`src/rtl/instruction_queue_decode_if.sv`:
```
// Handshake and decoded-field bundle between the instruction queue and its
// neighbours: fetch pushes raw words in, the controller pops decoded fields out.
interface instruction_queue_decode_if #(
  parameter int WIDTH            = 16,
  parameter int REG_BITS         = 4,
  parameter int OP_CODE_BITS     = 4,
  parameter int EXT_OP_CODE_BITS = 4,
  parameter int DEPTH            = 4
);

  logic                         flush;
  logic                         in_valid;
  logic                         in_ready;
  logic [WIDTH-1:0]             in_instruction;
  logic                         sign_ext;
  logic                         out_valid;
  logic                         out_ready;
  logic [OP_CODE_BITS-1:0]      op_code;
  logic [REG_BITS-1:0]          A_index_out;
  logic [EXT_OP_CODE_BITS-1:0]  ext_op_code;
  logic [REG_BITS-1:0]          B_index_out;
  logic [WIDTH-1:0]             immediate_value;
  logic [$clog2(DEPTH+1)-1:0]   count;

  // Fetch/controller side: drives pushes, flush and consumer ready.
  modport master (
    output flush, in_valid, in_instruction, sign_ext, out_ready,
    input  in_ready, out_valid, op_code, A_index_out, ext_op_code,
           B_index_out, immediate_value, count
  );

  // Queue side: accepts pushes and presents decoded fields.
  modport slave (
    input  flush, in_valid, in_instruction, sign_ext, out_ready,
    output in_ready, out_valid, op_code, A_index_out, ext_op_code,
           B_index_out, immediate_value, count
  );

endinterface

```
`src/rtl/instruction_queue_decode.sv`:
```
// Instruction queue with a decoded output stage. Raw instructions (plus their
// sign-extension flag) are buffered in a small FIFO; the head is moved into an
// output register whenever that register is empty or being consumed. When the
// FIFO is empty a push goes straight into the output stage so an idle pipeline
// sees one-cycle latency.
module instruction_queue_decode #(
  parameter int WIDTH            = 16,
  parameter int REG_BITS         = 4,
  parameter int OP_CODE_BITS     = 4,
  parameter int EXT_OP_CODE_BITS = 4,
  parameter int IMM_BITS         = 8,
  parameter int DEPTH            = 4
) (
  input logic                   clk,
  input logic                   reset,
  instruction_queue_decode_if.slave bus
);

  localparam int PTR_W   = $clog2(DEPTH);
  localparam int CNT_W   = $clog2(DEPTH + 1);
  localparam int ENTRY_W = WIDTH + 1;
  localparam int UPPER_W = WIDTH - IMM_BITS;

  logic [ENTRY_W-1:0] fifoMem_q [DEPTH];
  logic [PTR_W-1:0]   wrPtr_q, wrPtr_d;
  logic [PTR_W-1:0]   rdPtr_q, rdPtr_d;
  logic [CNT_W-1:0]   count_q, count_d;
  logic               outValid_q, outValid_d;
  logic [WIDTH-1:0]   outInstr_q, outInstr_d;
  logic               outSext_q, outSext_d;

  logic               fifoEmpty;
  logic               fifoFull;
  logic               push;
  logic               load;
  logic               popFifo;
  logic               bypass;
  logic               pushFifo;
  logic [ENTRY_W-1:0] headEntry;

  assign fifoEmpty = (count_q == '0);
  assign fifoFull  = (count_q == CNT_W'(DEPTH));

  // Ready depends only on reset and occupancy, never on out_ready.
  assign bus.in_ready = reset && !fifoFull;

  assign push      = bus.in_valid && bus.in_ready;
  assign load      = !outValid_q || bus.out_ready;
  assign popFifo   = load && !fifoEmpty;
  assign bypass    = load && fifoEmpty && push;
  assign pushFifo  = push && !bypass;
  assign headEntry = fifoMem_q[rdPtr_q];

  // Next-state for pointers, occupancy and the output stage; flush wins over everything.
  always_comb begin
    wrPtr_d    = wrPtr_q;
    rdPtr_d    = rdPtr_q;
    count_d    = count_q;
    outValid_d = outValid_q;
    outInstr_d = outInstr_q;
    outSext_d  = outSext_q;
    if (bus.flush) begin
      wrPtr_d    = '0;
      rdPtr_d    = '0;
      count_d    = '0;
      outValid_d = 1'b0;
    end else begin
      if (pushFifo) begin
        wrPtr_d = wrPtr_q + PTR_W'(1);
      end
      if (popFifo) begin
        rdPtr_d = rdPtr_q + PTR_W'(1);
      end
      count_d = count_q + CNT_W'(pushFifo) - CNT_W'(popFifo);
      if (load) begin
        if (popFifo) begin
          outValid_d = 1'b1;
          outSext_d  = headEntry[WIDTH];
          outInstr_d = headEntry[WIDTH-1:0];
        end else if (bypass) begin
          outValid_d = 1'b1;
          outSext_d  = bus.sign_ext;
          outInstr_d = bus.in_instruction;
        end else begin
          outValid_d = 1'b0;
        end
      end
    end
  end

  // Control and output-stage registers with synchronous active-low reset.
  always_ff @(posedge clk) begin
    if (!reset) begin
      wrPtr_q    <= '0;
      rdPtr_q    <= '0;
      count_q    <= '0;
      outValid_q <= 1'b0;
      outInstr_q <= '0;
      outSext_q  <= 1'b0;
    end else begin
      wrPtr_q    <= wrPtr_d;
      rdPtr_q    <= rdPtr_d;
      count_q    <= count_d;
      outValid_q <= outValid_d;
      outInstr_q <= outInstr_d;
      outSext_q  <= outSext_d;
    end
  end

  // FIFO storage; an entry is only written when the push is not bypassed or flushed.
  always_ff @(posedge clk) begin
    if (reset && !bus.flush && pushFifo) begin
      fifoMem_q[wrPtr_q] <= {bus.sign_ext, bus.in_instruction};
    end
  end

  // Field decode from the held output instruction; fields overlap intentionally.
  always_comb begin
    bus.out_valid   = outValid_q;
    bus.count       = count_q;
    bus.op_code     = outInstr_q[WIDTH-1 -: OP_CODE_BITS];
    bus.A_index_out = outInstr_q[WIDTH-OP_CODE_BITS-1 -: REG_BITS];
    bus.ext_op_code = outInstr_q[IMM_BITS-1 -: EXT_OP_CODE_BITS];
    bus.B_index_out = outInstr_q[REG_BITS-1:0];
    if (outSext_q) begin
      bus.immediate_value = {{UPPER_W{outInstr_q[IMM_BITS-1]}}, outInstr_q[IMM_BITS-1:0]};
    end else begin
      bus.immediate_value = {{UPPER_W{1'b0}}, outInstr_q[IMM_BITS-1:0]};
    end
  end

endmodule
```
`src/flat_wrapper.sv`:
```
// flat-port wrapper written by rule: the top's interface ports become plain ports
module instruction_queue_decode_flat 
#(
  parameter int WIDTH            = 16,
  parameter int REG_BITS         = 4,
  parameter int OP_CODE_BITS     = 4,
  parameter int EXT_OP_CODE_BITS = 4,
  parameter int IMM_BITS         = 8,
  parameter int DEPTH            = 4
)
  (clk, reset, bus_flush, bus_in_valid, bus_in_instruction, bus_sign_ext, bus_out_ready, bus_in_ready, bus_out_valid, bus_op_code, bus_A_index_out, bus_ext_op_code, bus_B_index_out, bus_immediate_value, bus_count);
  instruction_queue_decode_if #(.WIDTH(WIDTH), .REG_BITS(REG_BITS), .OP_CODE_BITS(OP_CODE_BITS), .EXT_OP_CODE_BITS(EXT_OP_CODE_BITS), .DEPTH(DEPTH)) bus_i ();
  input logic clk;
  input logic reset;
  input wire logic [$bits(bus_i.flush)-1:0] bus_flush;
  input wire logic [$bits(bus_i.in_valid)-1:0] bus_in_valid;
  input wire logic [$bits(bus_i.in_instruction)-1:0] bus_in_instruction;
  input wire logic [$bits(bus_i.sign_ext)-1:0] bus_sign_ext;
  input wire logic [$bits(bus_i.out_ready)-1:0] bus_out_ready;
  output wire logic [$bits(bus_i.in_ready)-1:0] bus_in_ready;
  output wire logic [$bits(bus_i.out_valid)-1:0] bus_out_valid;
  output wire logic [$bits(bus_i.op_code)-1:0] bus_op_code;
  output wire logic [$bits(bus_i.A_index_out)-1:0] bus_A_index_out;
  output wire logic [$bits(bus_i.ext_op_code)-1:0] bus_ext_op_code;
  output wire logic [$bits(bus_i.B_index_out)-1:0] bus_B_index_out;
  output wire logic [$bits(bus_i.immediate_value)-1:0] bus_immediate_value;
  output wire logic [$bits(bus_i.count)-1:0] bus_count;
  assign bus_i.flush = bus_flush;
  assign bus_i.in_valid = bus_in_valid;
  assign bus_i.in_instruction = bus_in_instruction;
  assign bus_i.sign_ext = bus_sign_ext;
  assign bus_i.out_ready = bus_out_ready;
  assign bus_in_ready = bus_i.in_ready;
  assign bus_out_valid = bus_i.out_valid;
  assign bus_op_code = bus_i.op_code;
  assign bus_A_index_out = bus_i.A_index_out;
  assign bus_ext_op_code = bus_i.ext_op_code;
  assign bus_B_index_out = bus_i.B_index_out;
  assign bus_immediate_value = bus_i.immediate_value;
  assign bus_count = bus_i.count;
  instruction_queue_decode #(.WIDTH(WIDTH), .REG_BITS(REG_BITS), .OP_CODE_BITS(OP_CODE_BITS), .EXT_OP_CODE_BITS(EXT_OP_CODE_BITS), .IMM_BITS(IMM_BITS), .DEPTH(DEPTH)) u_core (.clk(clk), .reset(reset), .bus(bus_i));
endmodule
```
`config.mk`:
```
export PLATFORM = sky130hd
export DESIGN_NAME = instruction_queue_decode_flat
export DESIGN_NICKNAME = d
export VERILOG_FILES = /design/src/rtl/instruction_queue_decode_if.sv /design/src/rtl/instruction_queue_decode.sv /design/src/flat_wrapper.sv
export SDC_FILE = /design/constraint.sdc
export NUM_CORES = 1
export LEC_CHECK = 0
export BUFFER_PORTS_ARGS = -buffer_cell sky130_fd_sc_hd__buf_2
export CAP_MARGIN = 0
export CORE_ASPECT_RATIO = 0.7
export CORE_UTILIZATION = 56
export CTS_CLUSTER_SIZE = 40
export DETAILED_ROUTE_END_ITERATION = 16
export PLACE_DENSITY = 0.77
export SYNTH_ARGS = -nofsm -noshare
export SYNTH_HDL_FRONTEND = slang
export SYNTH_SLANG_ARGS = --single-unit
export TNS_END_PERCENT = 100
```
`constraint.sdc`:
```
create_clock -name clk -period 3.35 [get_ports clk]
set_clock_uncertainty 0.1 [all_clocks]
set_input_delay 0.335 -clock clk [delete_from_list [all_inputs] [get_ports clk]]
set_output_delay 0.335 -clock clk [all_outputs]
set_load 0.02 [all_outputs]
```
After elaboration in Yosys (flattened, before gate mapping) --
Memory sizes are Yosys's and may differ from the RTL's. A register that Yosys moved wholly into a read port is not among the register bits. Cells that the tools add are included.
Word-level totals: memories kept 1, RAM bits 68, word-level logic and storage cells 43, bits in registers 25, bits of input ports 22
Memories:
- u_core.fifoMem_q | depth 4, bits a word 17, rd ports 1, clocked after memory_dff 1, write ports 1, RTL line instruction_queue_decode.sv:24 | logic [ENTRY_W-1:0] fifoMem_q [DEPTH];
Cells by class: multiplexer cells 11, bitwise gates (word level) 2, add/sub/neg operators 4, reduce and logical (&&, ||, !) cells 18, equal/unequal tests 1
Operator list (count):
- 16-bit two-way mux | 3
- 1-bit logical AND | 8
- 1-bit two-way mux | 6
- 1-bit zero test | 5
- 2-bit by 1-bit adder with 2-bit output (second input constant) | 2
- 2-bit two-way mux | 2
- 3-bit by 1-bit adder with 3-bit output | 1
- 3-bit equality test (second input constant) | 1
- 3-bit zero test | 1
- 3-bit AND reduction | 1
- 3-bit by 1-bit subtractor with 3-bit output | 1
- 1-bit inverter | 2
- 2-bit nonzero test | 1
- 2-bit OR reduction | 1
- 1-bit logical OR | 1

Depth between registers and ports, before layout --
Gate-level depths: netlist (run 1).
depth in word-level cells 10, mapped depth 12, depth with buffers taken out 11

Worst setup path before layout (run 1) --
No wires, ideal clock.
path kind register to register, start point reg u_core.count_q[1] (netlist: u_core.bus.count[1]), end point reg u_core.count_q[2] (netlist: u_core.bus.count[2]), cell stages (with the launch flop) 13, data required time 3126 ps, path slack 777 ps, arrival time 2349 ps, period minus slack after synthesis 2573 ps, cell sequence dfxtp_1 -> or3_4 -> nand2_8 -> buf_12 -> inv_1 -> ha_1 -> inv_1 -> ha_1 -> inv_1 -> fa_1 -> xor2_1 -> xnor2_1 -> nor2_1
Between the ends: elaborated cells between the ends (all ways) 13, classes of those cells 2 x add/sub; 1 x eq/ne; 10 x reduce/logical
RTL lines:
- start, declared | RTL line instruction_queue_decode.sv:27 | logic [CNT_W-1:0] count_q, count_d;
- start signal, assigned | RTL line instruction_queue_decode.sv:103 | count_q <= count_d;
- 3-bit zero test | RTL line instruction_queue_decode.sv:41 | assign fifoEmpty = (count_q == '0);
- 1-bit zero test | RTL line instruction_queue_decode.sv:49 | assign popFifo = load && !fifoEmpty;
- 1-bit logical AND | RTL line instruction_queue_decode.sv:49
- net u_core.popFifo | RTL line instruction_queue_decode.sv:36 | logic popFifo;
- 3-bit by 1-bit subtractor with 3-bit output | RTL line instruction_queue_decode.sv:74 | count_d = count_q + CNT_W'(pushFifo) - CNT_W'(popFifo);
The timed path passes the listed nets, and every way through them passes these cells. A chain may end at the register's enable or synchronous reset.

Worst setup path in the final report (run 1) --
Same ends and word-level chain as after synthesis.

==> impl_metrics.py, run 1 <==
metrics = {
    "timing": {
        "slew_headroom_pct": 42.01,
        "min_period_over_period_pct": 77.76,
        "hold_viol": 0,
        "timing_max_transition_violations_final": 0,
        "fmax_ghz": 0.3839,
        "finalSetupViolCount": 0,
        "rsz0062_at_grt": "false",
        "finalSetupTns_ns": 0,
        "worst_pin_slew_ns": 0.8687,
        "fin_crit_ns": 2.605,
    },
    "critical_path": {
        "critPathSlowestCell": "or3_4",
        "reg2reg_slack_ns": 0.75,
        "timing.critical_path.mode_cell": "inv_1",
        "r2r_end": "u_core.bus.count[2]$_SDFF_PP0_",
        "cp-startpoint": "u_core.bus.count[1]$_SDFF_PP0_",
        "arrival_ns": 2.74,
        "path_cells": "or3_4, nand2_8, inv_1, ha_1, inv_1, ha_1, inv_1, fa_1, xor2_1, xnor2_1, nor2_1",
        "cp-end-kind": "register",
        "worst_setup_path_start_kind": "register",
        "path_max_fanout": 19,
        "endpoint": "u_core.bus.count[2]$_SDFF_PP0_",
        "slowest_delay_ns": 0.44,
        "critical_path_class": "reg -> reg",
        "crit_family": "adder cells",
        "timing.rr.start": "u_core.bus.count[1]$_SDFF_PP0_",
        "required_ns": 3.49,
        "r2r_cells": 11,
        "path_depth": 11,
        "crit_buf_inv": 3,
    },
    "grt": {
        "grt_pass1_wl_um": 10030,
        "gr-usage-met1_pct": 27.47,
        "busiest_layer": "met2",
        "grtUsageMet3_pct": 5.463,
        "antenna_found_initial": 0,
        "met2_usage_pct": 29.93,
        "grt_pass1_vias": 1934,
        "overflow": 0,
        "track_usage_pct": 19.40,
        "grt_max_degree": 23,
    },
    "logic_synthesis": {
        "synth_flop_cell": "edfxtp_1",
        "yosysWarnings": 0,
        "syn_area_um2": 3856,
        "ys_seq_area_share_pct": 66.97,
        "synth_async_sr_flop_share_pct": 0,
        "syn_nets": 265,
        "synth_top_area_share_pct": 52.95,
        "synth_seq_cells": 95,
        "synth_edf_count": 68,
        "netlist_top_cells_area": "edfxtp_1 53%, dfxtp_1 14%, mux4_2 9.9%, mux2i_1 4.7%, buf_4 3.1%",
        "synthCells": 236,
        "ys_types": 32,
        "yosysTopAreaCell": "edfxtp_1",
        "syn-mean-instance-area_um2": 16.34,
    },
    "layout": {
        "postLayoutCellArea_um2": 4348,
        "fin_cells": 381,
        "fin_util_pct": 67.66,
        "fin_nets": 314,
        "synthToLayoutAreaGrowth_pct": 12.75,
        "drive_gt1_share_pct": 34.48,
        "final_common_cell": "edfxtp_1",
        "antenna_cells": 0,
        "final_cell_mix": "68 x edfxtp_1, 58 x buf_2, 27 x dfxtp_1, 18 x mux2i_1, 18 x a21oi_1",
        "fill_cells": 472,
    },
    "drt": {
        "first_iter_violations": 89,
        "drc": 0,
        "wire_per_inst_um": 17.01,
        "viasPerCell": 5.325,
        "first_pass_iters": 4,
        "vias": 2029,
        "ant_nets": 0,
        "totalWireLength_um": 6482,
    },
    "power": {
        "p_per_area_nw_per_um2": 776.6,
        "power_leakage_nw": 1.708,
        "peakVddDrop_mv": 0.3612,
    },
    "die": {
        "core_region_area_um2": 6426,
        "die_y_um": 71.43,
        "die_area_um2": 7227,
        "rows": 24,
        "initial_core_util_pct": 60.01,
        "io_pins": 59,
        "die_width_um": 101.2,
    },
    "place": {
        "routabilityCongestion": 0.7659,
        "hpwl_um": 4096,
        "place_area_um2": 4128,
        "dpl.cell_count": 365,
        "io_buffers": 58,
    },
    "clock_network": {
        "cts.clk_slew.worst_paths_ns": 0.10,
        "ctsLongestPathBuffers": 2,
        "clock-sinks": 95,
        "htreeDepth": 3,
        "cts_hold_buf": 0,
        "cts_root_buffer": "clkbuf_8",
        "clk_latency_ns": 0.35,
        "ctsResizeCount": 0,
        "numCtsBuffers": 9,
        "post-cts-setup-buffers": 0,
        "cts_tree": "done",
    },
    "flow_run": {
        "cap_violations": 0,
    },
    "min_path": {
        "worstHoldPathType": "in -> reg",
    },
    "run_status": {
        "status": "completed",
    },
}
==> per-stage QoR <==
stage          setup slack [ns]  total power, W  hold WS (ns)
3_3_place_gp             0.8381        0.002564        0.3983
4_1_cts                  0.7271        0.003402       0.09327
2_1_floorplan            0.7770        0.002405        0.3339
6_report                 0.7451        0.003377        0.1145
3_5_place_dp             0.7474        0.002583        0.4072
5_1_grt                  0.5851        0.003554       0.09528
==> Yosys cell counts (all sizes together) (2+ instances only) <==
master	instances
clkbuf	7
buf	19
nor2b	2
edfxtp	68
xor2	3
nor2	8
nand2	2
inv	6
a21oi	19
and2	2
ha	6
nand2b	2
dfxtp	27
xnor2	2
and3	4
mux4	17
mux2i	18
o21ai	17
==> registers in the layout, indices dropped and copies added, names as in the netlist, named ones only <==
register / flops
u_core.outInstr_q: 16
u_core.wrPtr_q: 2
u_core.bus.out_valid: 1
u_core.outSext_q: 1
u_core.rdPtr_q: 2
u_core.bus.count: 3
u_core.fifoMem_q: 68
==> per-layer routing <==
| layer | up-vias | part of all wire [%] |
|---|---|---|
| li1 | 976 | - |
| met1 | 996 | 49 |
| met2 | 52 | 47 |
| met3 | 5 | 3.7 |
| met4 | 0 | 0.48 |
| met5 | - | 0 |
==> where the power goes <==
| part | switching (W) | total, W | internal, W | leakage [nW] |
|---|---|---|---|---|
| Clock | 0.000396 | 0.000823 | 0.000428 | 0.110 |
| Sequential | 0.0000775 | 0.00144 | 0.00136 | 0.832 |
| Combinational | 0.000649 | 0.00111 | 0.000462 | 0.766 |
| Total | 0.00112 | 0.00338 | 0.00225 | 1.71 |
==> logic make-up (layout without fill, tap and decap cells) <==
kind of cell | count (synthesis) | after routing | synth area share [%]
buf+inv | 32 | 86 | 5.353
mux | 35 | 35 | 14.60
compound gates | 38 | 38 | 5.548
simple gates | 24 | 24 | 3.926
xor+xnor | 5 | 5 | 1.136
flops | 95 | 95 | 66.97
fa+ha+maj | 7 | 7 | 2.466
==> layout make-up <==
type | count | area (um^2) | share of cell area [%]
timing repair buffer | 64 | 335.3 | 7.712
inverter | 6 | 22.52 | 0.5180
multi-input combinational | 109 | 1074 | 24.69
clock buffer | 10 | 127.6 | 2.935
tap | 91 | 113.9 | 2.619
sequential | 95 | 2582 | 59.40
clock inverter | 6 | 92.59 | 2.129
==> worst reg2reg max path, cell delays in order (launching register included) <==
cell and delay (ns):
dfxtp_1 0.40, or3_4 0.44, nand2_8 0.21, inv_1 0.07
ha_1 0.27, inv_1 0.05, ha_1 0.13, inv_1 0.05
fa_1 0.38, xor2_1 0.20, xnor2_1 0.14, nor2_1 0.05
==> worst min path at each step <==
| stage | from | end | slack, ns | depth (start not counted) |
|---|---|---|---|---|
| final | bus_in_instruction[10] | u_core.fifoMem_q[2][10]$_DFFE_PP_ | 0.11 | 1 |
| after global routing | bus_in_instruction[1] | u_core.fifoMem_q[2][1]$_DFFE_PP_ | 0.1 | 1 |
| after CTS | bus_in_instruction[13] | u_core.fifoMem_q[3][13]$_DFFE_PP_ | 0.09 | 1 |
| after detailed placement | u_core.outInstr_q[8]$_SDFFE_PN0P_ | u_core.outInstr_q[8]$_SDFFE_PN0P_ | 0.41 | 2 |
| after global placement | u_core.outInstr_q[8]$_SDFFE_PN0P_ | u_core.outInstr_q[8]$_SDFFE_PN0P_ | 0.40 | 2 |
| after floorplan | bus_in_instruction[0] | u_core.fifoMem_q[0][0]$_DFFE_PP_ | 0.33 | 0 |
Note: power is estimated with default switching activity, not from simulation.
==> run 2, diff against run 1 <==
==> constraint.sdc (replaced) <==
create_clock -name clk -period 2.55 [get_ports clk]
set_clock_uncertainty 0.1 [all_clocks]
set_input_delay 0.255 -clock clk [delete_from_list [all_inputs] [get_ports clk]]
set_output_delay 0.255 -clock clk [all_outputs]
set_load 0.02 [all_outputs]
==> impl_metrics.py, run 2 (synthesis results as in run 1) <==
metrics = {
    "clock_network": {
        "clk_latency_ns": 0.35,
        "htreeDepth": 3,
        "numCtsBuffers": 9,
        "cts_hold_buf": 0,
        "cts.clk_slew.worst_paths_ns": 0.09,
        "post-cts-setup-buffers": 0,
        "ctsResizeCount": 0,
        "ctsLongestPathBuffers": 2,
        "clock-sinks": 95,
        "cts_tree": "done",
        "cts_root_buffer": "clkbuf_8",
    },
    "timing": {
        "finalSetupTns_ns": 0,
        "fin_crit_ns": 2.356,
        "timing_max_transition_violations_final": 0,
        "hold_viol": 0,
        "worst_slack_ns": 0.1938,
        "fmax_ghz": 0.4244,
        "rsz0062_at_grt": "false",
        "slew_headroom_pct": 24.89,
        "min_period_over_period_pct": 92.40,
        "worst_pin_slew_ns": 1.123,
        "finalSetupViolCount": 0,
    },
    "layout": {
        "fin_nets": 318,
        "drive_gt1_share_pct": 36.52,
        "final_cell_mix": "68 x edfxtp_1, 58 x buf_2, 25 x dfxtp_1, 18 x mux2i_1, 18 x a21oi_1",
        "top_register": "u_core.fifoMem_q",
        "synthToLayoutAreaGrowth_pct": 13.27,
        "antenna_cells": 0,
        "largest_reg_flops": 68,
        "fin_cells": 384,
        "postLayoutCellArea_um2": 4368,
        "final_common_cell": "edfxtp_1",
    },
    "die": {
        "core_region_area_um2": 6426,
        "die_y_um": 71.43,
        "die_width_um": 101.2,
        "initial_core_util_pct": 60.01,
        "io_pins": 59,
        "rows": 24,
        "die_area_um2": 7227,
    },
    "critical_path": {
        "path_max_fanout": 6,
        "required_ns": 2.68,
        "cp-end-kind": "register",
        "timing.rr.start": "u_core.bus.count[2]$_SDFF_PP0_",
        "arrival_ns": 2.49,
        "cp-startpoint": "u_core.bus.count[2]$_SDFF_PP0_",
        "reg2reg_slack_ns": 0.19,
        "critical_path_class": "reg -> reg",
        "worst_setup_path_start_kind": "register",
        "r2r_cells": 11,
        "r2r_end": "u_core.bus.count[2]$_SDFF_PP0_",
    },
    "run_status": {
        "status": "completed",
    },
    "power": {
        "power_leakage_nw": 1.715,
        "seq_power_share_pct": 44.9,
        "clkPwrFrac_pct": 20.3,
        "combPwrFrac_pct": 34.9,
        "internal_power_w": 0.002787,
        "p_per_area_nw_per_um2": 973.4,
        "peakVddDrop_mv": 0.5579,
        "switching_share_pct": 34.45,
        "switchingPower_w": 0.001465,
    },
    "grt": {
        "track_usage_pct": 20.21,
        "grt_pass1_vias": 2068,
        "grt_max_degree": 35,
        "antenna_found_initial": 0,
        "grt_pass1_wl_um": 10360,
        "overflow": 0,
    },
    "min_path": {
        "min_to": "u_core.fifoMem_q[3][3]$_DFFE_PP_",
        "worstHoldPathType": "in -> reg",
        "hold-path-cell-count": 1,
        "worstHoldStart": "bus_in_instruction[3]",
    },
    "drt": {
        "viasPerCell": 5.419,
        "drc": 0,
        "vias": 2081,
        "first_iter_violations": 47,
        "wire_per_inst_um": 16.80,
        "first_pass_iters": 4,
        "ant_nets": 0,
        "totalWireLength_um": 6452,
    },
    "place": {
        "place_area_um2": 4198,
        "pre_cts_ws_ns": 0.2092,
        "routabilityCongestion": 0.8488,
        "io_buffers": 58,
        "hpwl_um": 4395,
        "dpl.cell_count": 369,
    },
    "flow_run": {
        "cap_violations": 0,
    },
}
[run 2: worst max-delay path by stage]
stage               cells after the start  slack (ns)                              to
floorplan                              12        0.05  u_core.bus.count[2]$_SDFF_PP0_
global placement                       11        0.23  u_core.bus.count[2]$_SDFF_PP0_
detailed placement                     11        0.21  u_core.bus.count[2]$_SDFF_PP0_
CTS                                    11        0.19  u_core.bus.count[2]$_SDFF_PP0_
global route                           11        0.11  u_core.bus.count[2]$_SDFF_PP0_
finish                                 11        0.19  u_core.bus.count[2]$_SDFF_PP0_
[run 2: final cells by class]
type / instances / area [um^2]
clock inverter: 6 / 46.29
fill: 465 / 2058
multi-input combinational: 109 / 1074
inverter: 6 / 22.52
tap: 91 / 113.9
clock buffer: 9 / 123.9
timing repair buffer: 68 / 402.9
sequential: 95 / 2585
[run 2: power groups by stage]
| stage | Combinational [W] | Sequential (W) | Clock [W] |
|---|---|---|---|
| 6_report | 0.00148 | 0.00191 | 0.000862 |
| 2_1_floorplan | 0.00111 | 0.00206 | 0 |
| 4_1_cts | 0.00150 | 0.00191 | 0.000888 |
| 5_1_grt | 0.00160 | 0.00193 | 0.000942 |
| 3_5_place_dp | 0.00149 | 0.00194 | 0 |
| 3_3_place_gp | 0.00148 | 0.00194 | 0 |
[run 2: per-layer routing]
metal  part of all wire (%)  vias to the layer above  global-route usage [%]
li1                       -                      988                       -
met5                      0                        -                       0
met3                    5.0                        8                   6.927
met1                     46                     1019                   25.89
met2                     48                       66                   33.64
met4                   0.98                        0                   4.831
[run 2: critical path: stages (launching register included)]
cell and delay, ns:
dfxtp_2 0.36, or3_4 0.43, nand2_8 0.08, inv_1 0.04
ha_1 0.26, inv_1 0.06, ha_1 0.13, inv_1 0.05
fa_1 0.37, xor2_1 0.17, xnor2_1 0.13, nor2_1 0.05
[run 2: metrics by stage]
| step | hold slack (ns) | utilization [%] | total power [W] |
|---|---|---|---|
| after floorplan | 0.2539 | - | 0.003164 |
| after global placement | 0.3882 | 65.32 | 0.003413 |
| after detailed placement | 0.3929 | 65.32 | 0.003438 |
| after CTS | 0.009231 | 67.97 | 0.004300 |
| after global routing | 0.005351 | 67.97 | 0.004476 |
| final | 0.02758 | 67.97 | 0.004252 |
==> run 3, diff against run 2 <==
--- a/config.mk
+++ b/config.mk
@@ -12,6 +12,7 @@
 export CTS_CLUSTER_SIZE = 40
 export DETAILED_ROUTE_END_ITERATION = 16
 export PLACE_DENSITY = 0.77
+export SETUP_SLACK_MARGIN = 0.3
 export SYNTH_ARGS = -nofsm -noshare
 export SYNTH_HDL_FRONTEND = slang
 export SYNTH_SLANG_ARGS = --single-unit
==> impl_metrics.py, run 3 (synthesis results as in run 1) <==
metrics = {
    "critical_path": {
        "critical_path_class": "reg -> reg",
        "slowest_delay_ns": 0.43,
        "path_depth": 11,
        "crit_family": "adder cells",
        "r2r_cells": 11,
        "worst_setup_path_start_kind": "register",
        "cp-end-kind": "register",
        "path_max_fanout": 5,
        "path_cells": "or3_4, nand2_8, inv_4, ha_4, inv_4, ha_4, inv_2, fa_2, xor2_2, xnor2_1, nor2_1",
        "reg2reg_slack_ns": 0.33,
        "required_ns": 2.67,
        "crit_buf_inv": 3,
        "critPathSlowestCell": "or3_4",
        "arrival_ns": 2.34,
    },
    "layout": {
        "fin_util_pct": 68.24,
        "top_register": "u_core.fifoMem_q",
        "drive_gt1_share_pct": 38.85,
        "fin_nets": 320,
        "largest_reg_flops": 68,
        "final_common_cell": "edfxtp_1",
        "final_cell_mix": "68 x edfxtp_1, 58 x buf_2, 25 x dfxtp_1, 18 x mux2i_1, 18 x a21oi_1",
        "fin_cells": 387,
        "antenna_cells": 0,
        "postLayoutCellArea_um2": 4385,
        "synthToLayoutAreaGrowth_pct": 13.72,
    },
    "timing": {
        "slew_headroom_pct": 21.39,
        "fin_crit_ns": 2.218,
        "timing_max_transition_violations_final": 0,
        "rsz0062_at_grt": "true",
        "worst_pin_slew_ns": 1.175,
        "finalSetupTns_ns": 0,
        "finalSetupViolCount": 0,
        "fmax_ghz": 0.4509,
        "min_period_over_period_pct": 86.98,
        "worst_hold_slack_ns": 0.03900,
        "hold_viol": 0,
    },
    "clock_network": {
        "cts_tree": "done",
        "cts_hold_buf": 0,
        "clk_latency_ns": 0.34,
        "numCtsBuffers": 9,
        "cts_root_buffer": "clkbuf_8",
        "htreeDepth": 3,
        "clock-sinks": 95,
        "ctsLongestPathBuffers": 2,
        "cts.clk_slew.worst_paths_ns": 0.08,
    },
    "min_path": {
        "worstHoldPathType": "in -> reg",
        "hold-path-cell-count": 1,
    },
    "drt": {
        "viasPerCell": 5.530,
        "drc": 0,
        "totalWireLength_um": 6865,
        "wire_per_inst_um": 17.74,
        "first_pass_iters": 4,
        "ant_nets": 0,
        "first_iter_violations": 120,
        "vias": 2140,
    },
    "power": {
        "power_leakage_nw": 1.704,
        "p_per_area_nw_per_um2": 997.3,
        "peakVddDrop_mv": 0.5435,
    },
    "grt": {
        "antenna_found_initial": 0,
        "grt_max_degree": 35,
        "track_usage_pct": 20.99,
        "grt_pass1_vias": 2077,
        "overflow": 0,
        "grt_pass1_wl_um": 10930,
    },
    "place": {
        "dpl.cell_count": 367,
        "hpwl_um": 4383,
        "routabilityCongestion": 0.7746,
        "place_area_um2": 4178,
        "io_buffers": 58,
    },
    "die": {
        "die_y_um": 71.43,
        "initial_core_util_pct": 60.01,
        "rows": 24,
        "die_area_um2": 7227,
        "core_region_area_um2": 6426,
        "die_width_um": 101.2,
        "io_pins": 59,
    },
    "flow_run": {
        "cap_violations": 0,
    },
    "run_status": {
        "status": "completed",
    },
}
[run 3: changes by cell type in the layout (fill, tap and decap cells not counted), sizes merged]
cell,previous run,this run
clkinv,3,2
clkinvlp,1,2
buf,68,70
inv,8,7
clkbuf,9,11
[run 3: cell type report]
cell class                      instances  area [um^2]
Fill cell                             479         2041
Clock inverter                          5        33.78
Inverter                                6        27.53
Clock buffer                           11        131.4
Sequential cell                        95         2590
Timing Repair Buffer                   70        380.4
Multi-Input combinational cell        109         1109
Tap cell                               91        113.9
[run 3: what timing repair did]
item                                    in CTS  in global routing
gates cloned                                 0                  0
resized for setup                            1                  2
pin swaps                                    1                  3
hold endpoints to repair                     0                  0
buffers inserted                             2                  2
endpoints found under the setup margin       1                  1
[run 3: layer usage]
metal / GRT usage (%) / wire length, um / part of all wire [%]
met3: 5.561 / 395 / 5.8
met5: 0 / 0 / 0
met4: 5.314 / 48 / 0.70
met1: 29.70 / 3158 / 46
met2: 33.03 / 3261 / 48
[run 3: path summary, 6_finish.rpt]
| check | start | endpoint |
|---|---|---|
| worst max register to register | u_core.bus.count[1]$_SDFF_PP0_ | u_core.bus.count[2]$_SDFF_PP0_ |
| worst min register to register | u_core.outInstr_q[15]$_SDFFE_PN0P_ | u_core.outInstr_q[15]$_SDFFE_PN0P_ |
| worst max-delay path | u_core.bus.count[1]$_SDFF_PP0_ | u_core.bus.count[2]$_SDFF_PP0_ |
| worst min-delay path | bus_in_instruction[4] | u_core.fifoMem_q[2][4]$_DFFE_PP_ |
[run 3: where the power goes]
part | internal [W] | switching [W] | leakage (nW)
sequential | 0.00180 | 0.0000991 | 0.833
clock | 0.000355 | 0.000477 | 0.0797
combinational | 0.000707 | 0.000935 | 0.792
total | 0.00286 | 0.00151 | 1.70
[run 3: stage by stage]
stage	worst slack [ns]	power [W]
5_1_grt	0.2334	0.004630
6_report	0.3321	0.004373
4_1_cts	0.3015	0.004363
2_1_floorplan	0.1388	0.003221
3_3_place_gp	0.3361	0.003456
3_5_place_dp	0.2936	0.003513
